## config.mk

```make
export PLATFORM = sky130hd
export DESIGN_NAME = mem_access_unit
export DESIGN_NICKNAME = d
export VERILOG_FILES = /design/src/rtl/mem_access_unit.sv
export SDC_FILE = /design/constraint.sdc
export NUM_CORES = 1
export LEC_CHECK = 0
export ABC_AREA = 1
export BUFFER_PORTS_ARGS = -buffer_cell sky130_fd_sc_hd__buf_4
export CAP_MARGIN = 0
export CORE_MARGIN = 2
export CORE_UTILIZATION = 51
export DETAILED_ROUTE_END_ITERATION = 7
export GPL_ROUTABILITY_DRIVEN = 0
export MAX_ROUTING_LAYER = met4
export PLACE_DENSITY = 0.8
export SLEW_MARGIN = 20
export SYNTH_ARGS = -nofsm -noshare
export SYNTH_HDL_FRONTEND = slang
export SYNTH_SLANG_ARGS = --single-unit
```

## constraint.sdc

```tcl
create_clock -name clk -period 1.7 [get_ports clk]
set_input_delay 0.085 -clock clk [delete_from_list [all_inputs] [get_ports clk]]
set_output_delay 0.085 -clock clk [all_outputs]
set_load 0.02 [all_outputs]
```

## src/rtl/mem_access_unit.sv

```systemverilog
// mem_access_unit: executes one RISC-V style load or store at a time against a simple
// request/ready memory port.
//
// Ports:
//   clk, reset           clock; asynchronous active-low reset
//   cpu_req/we/addr/     request from the core, sampled only when idle
//   cpu_wdata/cpu_funct3
//   cpu_rdata            aligned, extended load result (held until the next completed load)
//   cpu_done/cpu_err     one-cycle completion pulse and its error flag
//   busy                 high whenever a request is in progress
//   mem_req/we/addr/     registered memory request, held stable until mem_ready
//   mem_wdata/mem_be
//   mem_ready/mem_rdata  memory acceptance; read data valid in the same cycle
module mem_access_unit #(
    parameter int unsigned TIMEOUT_CYCLES = 255
) (
    input  logic        clk,
    input  logic        reset,
    input  logic        cpu_req,
    input  logic        cpu_we,
    input  logic [31:0] cpu_addr,
    input  logic [31:0] cpu_wdata,
    input  logic [2:0]  cpu_funct3,
    output logic [31:0] cpu_rdata,
    output logic        cpu_done,
    output logic        cpu_err,
    output logic        busy,
    output logic        mem_req,
    output logic        mem_we,
    output logic [31:0] mem_addr,
    output logic [31:0] mem_wdata,
    output logic [3:0]  mem_be,
    input  logic        mem_ready,
    input  logic [31:0] mem_rdata
);

    typedef enum logic [1:0] {StIdle, StAccess, StDone} state_e;

    // The counter saturates one short of the limit: the cycle that would reach it aborts.
    localparam logic [15:0] WaitLast = 16'(TIMEOUT_CYCLES - 1);

    state_e      state_q;
    logic [15:0] wait_cnt_q;
    logic [1:0]  addr_lo_q;
    logic [2:0]  funct3_q;

    logic        req_legal;
    logic [3:0]  st_be;
    logic [31:0] st_wdata;
    logic [31:0] ld_shift;
    logic [15:0] ld_half;
    logic [31:0] ld_data;

    assign busy = (state_q != StIdle);

    // Legality of the incoming request (size/sign encoding and natural alignment).
    always_comb begin
        req_legal = 1'b1;
        if (cpu_we) begin
            if (cpu_funct3 > 3'b010) req_legal = 1'b0;
        end else if (cpu_funct3 == 3'b011 || cpu_funct3 == 3'b110 || cpu_funct3 == 3'b111) begin
            req_legal = 1'b0;
        end
        if (cpu_funct3[1:0] == 2'b01 && cpu_addr[0]) req_legal = 1'b0;
        if (cpu_funct3[1:0] == 2'b10 && cpu_addr[1:0] != 2'b00) req_legal = 1'b0;
    end

    // Store lane replication and byte enables; loads read the whole word.
    always_comb begin
        st_be    = 4'b1111;
        st_wdata = 32'h0;
        if (cpu_we) begin
            case (cpu_funct3[1:0])
                2'b00: begin
                    st_be    = 4'b0001 << cpu_addr[1:0];
                    st_wdata = {4{cpu_wdata[7:0]}};
                end
                2'b01: begin
                    st_be    = 4'b0011 << {cpu_addr[1], 1'b0};
                    st_wdata = {2{cpu_wdata[15:0]}};
                end
                default: begin
                    st_be    = 4'b1111;
                    st_wdata = cpu_wdata;
                end
            endcase
        end
    end

    // Load lane selection and extension using the latched address/size.
    always_comb begin
        ld_shift = mem_rdata >> {addr_lo_q, 3'b000};
        ld_half  = addr_lo_q[1] ? mem_rdata[31:16] : mem_rdata[15:0];
        case (funct3_q)
            3'b000:  ld_data = {{24{ld_shift[7]}}, ld_shift[7:0]};
            3'b001:  ld_data = {{16{ld_half[15]}}, ld_half};
            3'b100:  ld_data = {24'h0, ld_shift[7:0]};
            3'b101:  ld_data = {16'h0, ld_half};
            default: ld_data = mem_rdata;
        endcase
    end

    always_ff @(posedge clk or negedge reset) begin
        if (!reset) begin
            state_q    <= StIdle;
            wait_cnt_q <= 16'h0;
            addr_lo_q  <= 2'b00;
            funct3_q   <= 3'b000;
            mem_req    <= 1'b0;
            mem_we     <= 1'b0;
            mem_addr   <= 32'h0;
            mem_wdata  <= 32'h0;
            mem_be     <= 4'h0;
            cpu_rdata  <= 32'h0;
            cpu_done   <= 1'b0;
            cpu_err    <= 1'b0;
        end else begin
            case (state_q)
                StIdle: begin
                    cpu_done <= 1'b0;
                    cpu_err  <= 1'b0;
                    if (cpu_req) begin
                        addr_lo_q <= cpu_addr[1:0];
                        funct3_q  <= cpu_funct3;
                        if (req_legal) begin
                            state_q    <= StAccess;
                            wait_cnt_q <= 16'h0;
                            mem_req    <= 1'b1;
                            mem_we     <= cpu_we;
                            mem_addr   <= {cpu_addr[31:2], 2'b00};
                            mem_be     <= st_be;
                            mem_wdata  <= st_wdata;
                        end else begin
                            // Illegal request completes without touching memory.
                            state_q  <= StDone;
                            cpu_done <= 1'b1;
                            cpu_err  <= 1'b1;
                        end
                    end
                end
                StAccess: begin
                    // mem_ready wins over a timeout reached in the same cycle.
                    if (mem_ready) begin
                        state_q  <= StDone;
                        mem_req  <= 1'b0;
                        mem_we   <= 1'b0;
                        cpu_done <= 1'b1;
                        cpu_err  <= 1'b0;
                        if (!mem_we) cpu_rdata <= ld_data;
                    end else if (wait_cnt_q == WaitLast) begin
                        state_q  <= StDone;
                        mem_req  <= 1'b0;
                        mem_we   <= 1'b0;
                        cpu_done <= 1'b1;
                        cpu_err  <= 1'b1;
                    end else begin
                        wait_cnt_q <= wait_cnt_q + 16'h1;
                    end
                end
                StDone: begin
                    state_q  <= StIdle;
                    cpu_done <= 1'b0;
                    cpu_err  <= 1'b0;
                end
                default: state_q <= StIdle;
            endcase
        end
    end

endmodule

```

# Yosys cells after proc, flatten, opt, wreduce, memory -nomap -nowiden
# Index checks and enable logic that the tools add are counted.
# totals
reg_bits	125
inputBits	104
output_inout_bits	105
wordCells	88
# op_classes
add_sub_neg	1
n_lt_le_gt_ge	1
n_eq_ne	16
n_shift	3
n_mux	36
bitwise_logic	1
reduce_logical	18
# op_table
operator	n
32-bit case mux with 4 select lines	1
16-bit 2-to-1 mux	5
32-bit case mux with 2 select lines	1
32-bit 2-to-1 mux	1
16-bit case mux with 2 select lines	1
32-bit by 5-bit >> shifter with 8-bit output	1
16-bit by 1-bit adder with 16-bit output, second input constant	1
16-bit by 8-bit equality test with 1-bit output, second input constant	1
1-bit 2-to-1 mux	16
3-bit equality test, second input constant	4
2-bit 2-to-1 mux	4
2-bit inequality test, second input constant	4
4-bit case mux with 2 select lines	1
1-bit case mux with 3 select lines	2
2-bit AND reduction	3
3-bit AND reduction	2
2-bit nonzero test	3
5-bit AND reduction	1
2-bit by 1-bit equality test with 1-bit output, second input constant	2
2-bit equality test, second input constant	2
2-bit zero test	2
4-bit 2-to-1 mux	1
1-bit case mux with 2 select lines	2
2-bit case mux with 2 select lines	1
12 further kinds	14

# Logic depth before layout (Yosys ltp)
# depth
depth_word	10
mapped_depth	12
ltp_nobuf	10

# Worst setup path after synthesis
# No wires, ideal clock.
# synth_path
path_kind	register -> register
start	reg state_q[0]
end	reg wait_cnt_q[11]
setup_time_ns	0.123
t_arrival_ns	1.490
t_required_ns	1.577
path_slack_ns	0.087
stages_incl_launch_ff	10
path_buffers	1
period_less_slack_ns	1.613
path_cell_list	dfrtp_1 -> inv_1 -> ha_1 -> inv_2 -> nor2_1 -> nor2_1 -> nand2_4 -> clkbuf_2 -> o21ai_0 -> nand2_1
# synth_between
elab_chain_cells	3
word_cells_on_any_way	9
classes_between	eq/ne (5); mux (1); reduce/logical (3)
# synth_lines
element	line_no	source
start, declared	42	state_e state_q;
start signal, assigned	105	state_q <= StIdle;
start signal, assigned	126	state_q <= StAccess;
start signal, assigned	135	state_q <= StDone;
2-bit by 1-bit equality test with 1-bit output or 2-bit zero test (tied branches)	118	case (state_q)
2-bit inequality test (no line) or 2-bit nonzero test (tied branches)	--	
5-bit AND reduction (no line)	--	
end signal, assigned	157	wait_cnt_q <= wait_cnt_q + 16'h1;
end, declared	43	logic [15:0] wait_cnt_q;
# Several ways; a longest one is shown, not always the timed one.
# A chain may end at the register's enable or synchronous reset.

# Worst setup path in the final report
# layout_path
start	reg wait_cnt_q[0]
end	reg wait_cnt_q[15]
# layout_between
elab_chain_cells	4
word_cells_on_any_way	7
classes_between	add/sub (1); eq/ne (2); mux (3); reduce/logical (1)
# layout_lines
element	line_no	source
16-bit by 1-bit adder with 16-bit output	157	
16-bit 2-to-1 mux	150	end else if (wait_cnt_q == WaitLast) begin
16-bit 2-to-1 mux	143	if (mem_ready) begin
16-bit case mux with 2 select lines	118	
# Several ways; a longest one is shown, not always the timed one. The select of a mux whose other input is x is not followed.

==> qor.txt <==
Clock Sink Count: 125
CTS tree: yes
Total GRT Usage: 0.300
Starting Density: 0.519
Pin count of the biggest net entering global routing: 50
Initial DRC Count: 764
Hold Path Depth: 5
Classification of the worst setup path: flop to flop
Finished layout cell area: 9510 um^2
Crit Path Max Fanout: 8
Core footprint: 12,500 um^2
Drt pass-1 iters: 5
Hpwl dp: 13.3 mm
Clk buf depth: 2
Port Buf Inserts: 206
Area leader, netlist: dfrtp_1
FP Rows: 41
Max-Cap Viols: 0
Non-Filler Instances: 1,303
Met1 wire length: 8.46 mm
Total power: 16.1 mW
Lkg Pwr: 4.87 nW
Initial antenna violation count: 0
Hold Crit Start: mem_rdata[18]
ANT nets after route: 0
Final Cycle Share: 0.962
Endpoints failing setup: 0
Critical Path Sink Type: flop
Arrival @ worst endpoint: 1.94 ns
Met3 WL: 1.50 mm
Min Hold Slack: 0.0117 ns
Hold crit path type: input pin to flop
Critical Path Start Type: flop
Peak supply drop: 0.970 mV
Final core occ: 0.759
Grt total ovfl: 0
Flop-to-flop setup slack: 0.07 ns
Fillers: 913
DP Area: 8290 um^2
Clock transition at path regs: 0.06 ns
I/O Pins: 209
DRC: 0
Area Overhead vs Synth: 46.3%
PwrDens: 1690 nW/um^2
Gate count of the mapped netlist: 848
Metal2 WL: 9.92 mm
Register area share after synthesis: 0.482
Root buf cell: clkbuf_16
Max Used Layer: met4
Final wirelength: 20.6 mm
Reg-to-Reg Start: wait_cnt_q[0]
Req. time, crit path: 2.01 ns
Max Fclk: 0.612 GHz
Post-synthesis cell type count: 33
Worst Clk Skew: 0.00537 ns
Vias in the first global route: 6,361
Vias: 6,946
Period minus WS final: 1.63 ns
Die width: 117 um
Clk_lat worst skew: 0.42 ns
Outcome: completed
Synthesized area: 6500 um^2
First-pass GRT wire length: 30.7 mm
#FFs+latches synth: 125
Yosys warns: 0
Final nets: 1,229
Die Ht: 117 um
Slew Limit Fails: 0
Via density per instance: 5.33
N_diodes: 0
TritonCTS Buffers: 17
Top-area cell type share of the netlist area: 0.482
Die area: 13,700 um^2
Mean post-synth cell area: 7.66 um^2
Depth of the worst register-to-register path: 9
Inst Count DP: 1,213
Htree depth: 4
Reg-to-reg critical path endpoint: wait_cnt_q[15]
Top cells by area, synth: dfrtp_1 (48%), nand2_1 (18%), nor2_1 (4.8%), o21ai_0 (4.8%), inv_1 (3.0%)
Final hold vios: 0
Post-CTS setup buffer count: 0
Layout cells sized above 1: 0.267
Routed wire length per instance: 15.8 um
Hold path endpoint: cpu_rdata[18]
[cells in the mapped netlist]
cell      number
o31ai_1       16
xnor2_1        3
clkbuf_1      18
ha_1           5
clkbuf_2       1
nand3_1       37
buf_2         14
dfrtp_1      125
or2_2          7
a21boi_0       1
nor2_8         1
o21a_1         8
o21bai_1      18
nand2_2        6
nor3_1         1
inv_4          2
a21oi_1       27
buf_4          4
o22ai_1        8
nand4_1        6
conb_1         1
nand2_4        4
o21ai_0       62
nand2_1      308
inv_1         52
o21ai_1        2
xor2_1         4
a31oi_1        2
nor2_1        83
buf_6          7
o211ai_1       9
inv_2          5
nand4_2        1
[how the worst max path moves through the flow]
stage / depth (start not counted) / to / from
2_1_floorplan: 9 / wait_cnt_q[11] / state_q[0]
3_3_place_gp: 9 / wait_cnt_q[13] / state_q[0]
3_5_place_dp: 9 / wait_cnt_q[12] / state_q[0]
4_1_cts: 8 / mem_addr[29] / state_q[0]
5_1_grt: 9 / wait_cnt_q[15] / wait_cnt_q[0]
6_report: 9 / wait_cnt_q[15] / wait_cnt_q[0]
[logic make-up after synthesis]
group           Yosys count  synth area share
simple gates            454             0.285
compound gates          153             0.140
flops                   125             0.482
buf+inv                 103            0.0736
xor+xnor                  7           0.00944
fa+ha+maj                 5           0.00963
other cells               1          0.000577
[worst max-delay path, stage by stage, from the launching register on]
cell and delay [ns]:
dfrtp_1 0.43, inv_1 0.10, ha_1 0.16, nand3_1 0.08, nor2_1 0.18, nand3_2 0.17
nand2_4 0.19, nor2_4 0.10, nand2_1 0.07, nand2_1 0.05
[sequential cells by signal (all words and copies together) (netlist names)]
| signal | cells |
|---|---|
| wait_cnt_q | 16 |
| mem_req | 1 |
| funct3_q | 3 |
| mem_we | 1 |
| mem_addr | 30 |
| mem_be | 4 |
| cpu_rdata | 32 |
| cpu_err | 1 |
| state_q | 2 |
| addr_lo_q | 2 |
| mem_wdata | 32 |
| cpu_done | 1 |
[layout by cell type (no fill, tap or decap), types with 3 or more instances in the layout]
master	netlist	routed
clkbuf_1	18	3
o22ai_1	8	8
a21oi_1	27	27
clkbuf_16	0	18
inv_1	52	50
or2_2	7	7
ha_1	5	5
dlygate4sd3_1	0	54
o211ai_1	9	9
clkbuf_8	0	5
nor2_1	83	81
o21ai_0	62	62
buf_12	0	4
dfrtp_1	125	125
buf_4	4	230
nand3_1	37	36
inv_2	5	6
o21a_1	8	8
nand2_1	308	307
xnor2_1	3	3
nand2_4	4	6
nand2_2	6	9
xor2_1	4	4
inv_4	2	3
nand4_1	6	6
o31ai_1	16	15
o21bai_1	18	18
[final cells by class]
| cell class | count | area [um^2] | area share |
|---|---|---|---|
| clock buffers | 25 | 505 | 0.0532 |
| clock inverters | 5 | 57.6 | 0.00606 |
| repair buffers | 291 | 2400 | 0.252 |
| well taps | 172 | 215 | 0.0226 |
| inverters | 59 | 229 | 0.0241 |
| flip-flops and latches | 125 | 3130 | 0.329 |
| multi-input cells | 626 | 2970 | 0.313 |
[report_power, final]
part           internal, mW  total (mW)  leakage, nW  switching, mW
clock                  2.19        3.48        0.279           1.29
sequential             4.24        5.08         1.59          0.832
combinational          3.05        7.49         3.01           4.44
total                  9.48        16.1         4.87           6.57
[per-stage QoR]
stage	TNS (ns)	setup WS (ns)
2_1_floorplan	0	0.0875
3_3_place_gp	0	0.178
3_5_place_dp	0	0.116
4_1_cts	0	0.0689
5_1_grt	-1.23	-0.0872
6_report	0	0.0651
[layer usage]
metal / GRT usage / vias up
li1: - / 3269
met1: 0.362 / 3242
met2: 0.498 / 370
met3: 0.0541 / 65
met4: 0.128 / 0
met5: - / -
[timing repair]
| action | in CTS | in global routing |
|---|---|---|
| endpoints found under the setup margin | 0 | 53 |
| hold buffers | 54 | 0 |
| gates resized for setup | 0 | 14 |
| hold endpoints to repair | 180 | 0 |
(Power assumes the default switching activity.)
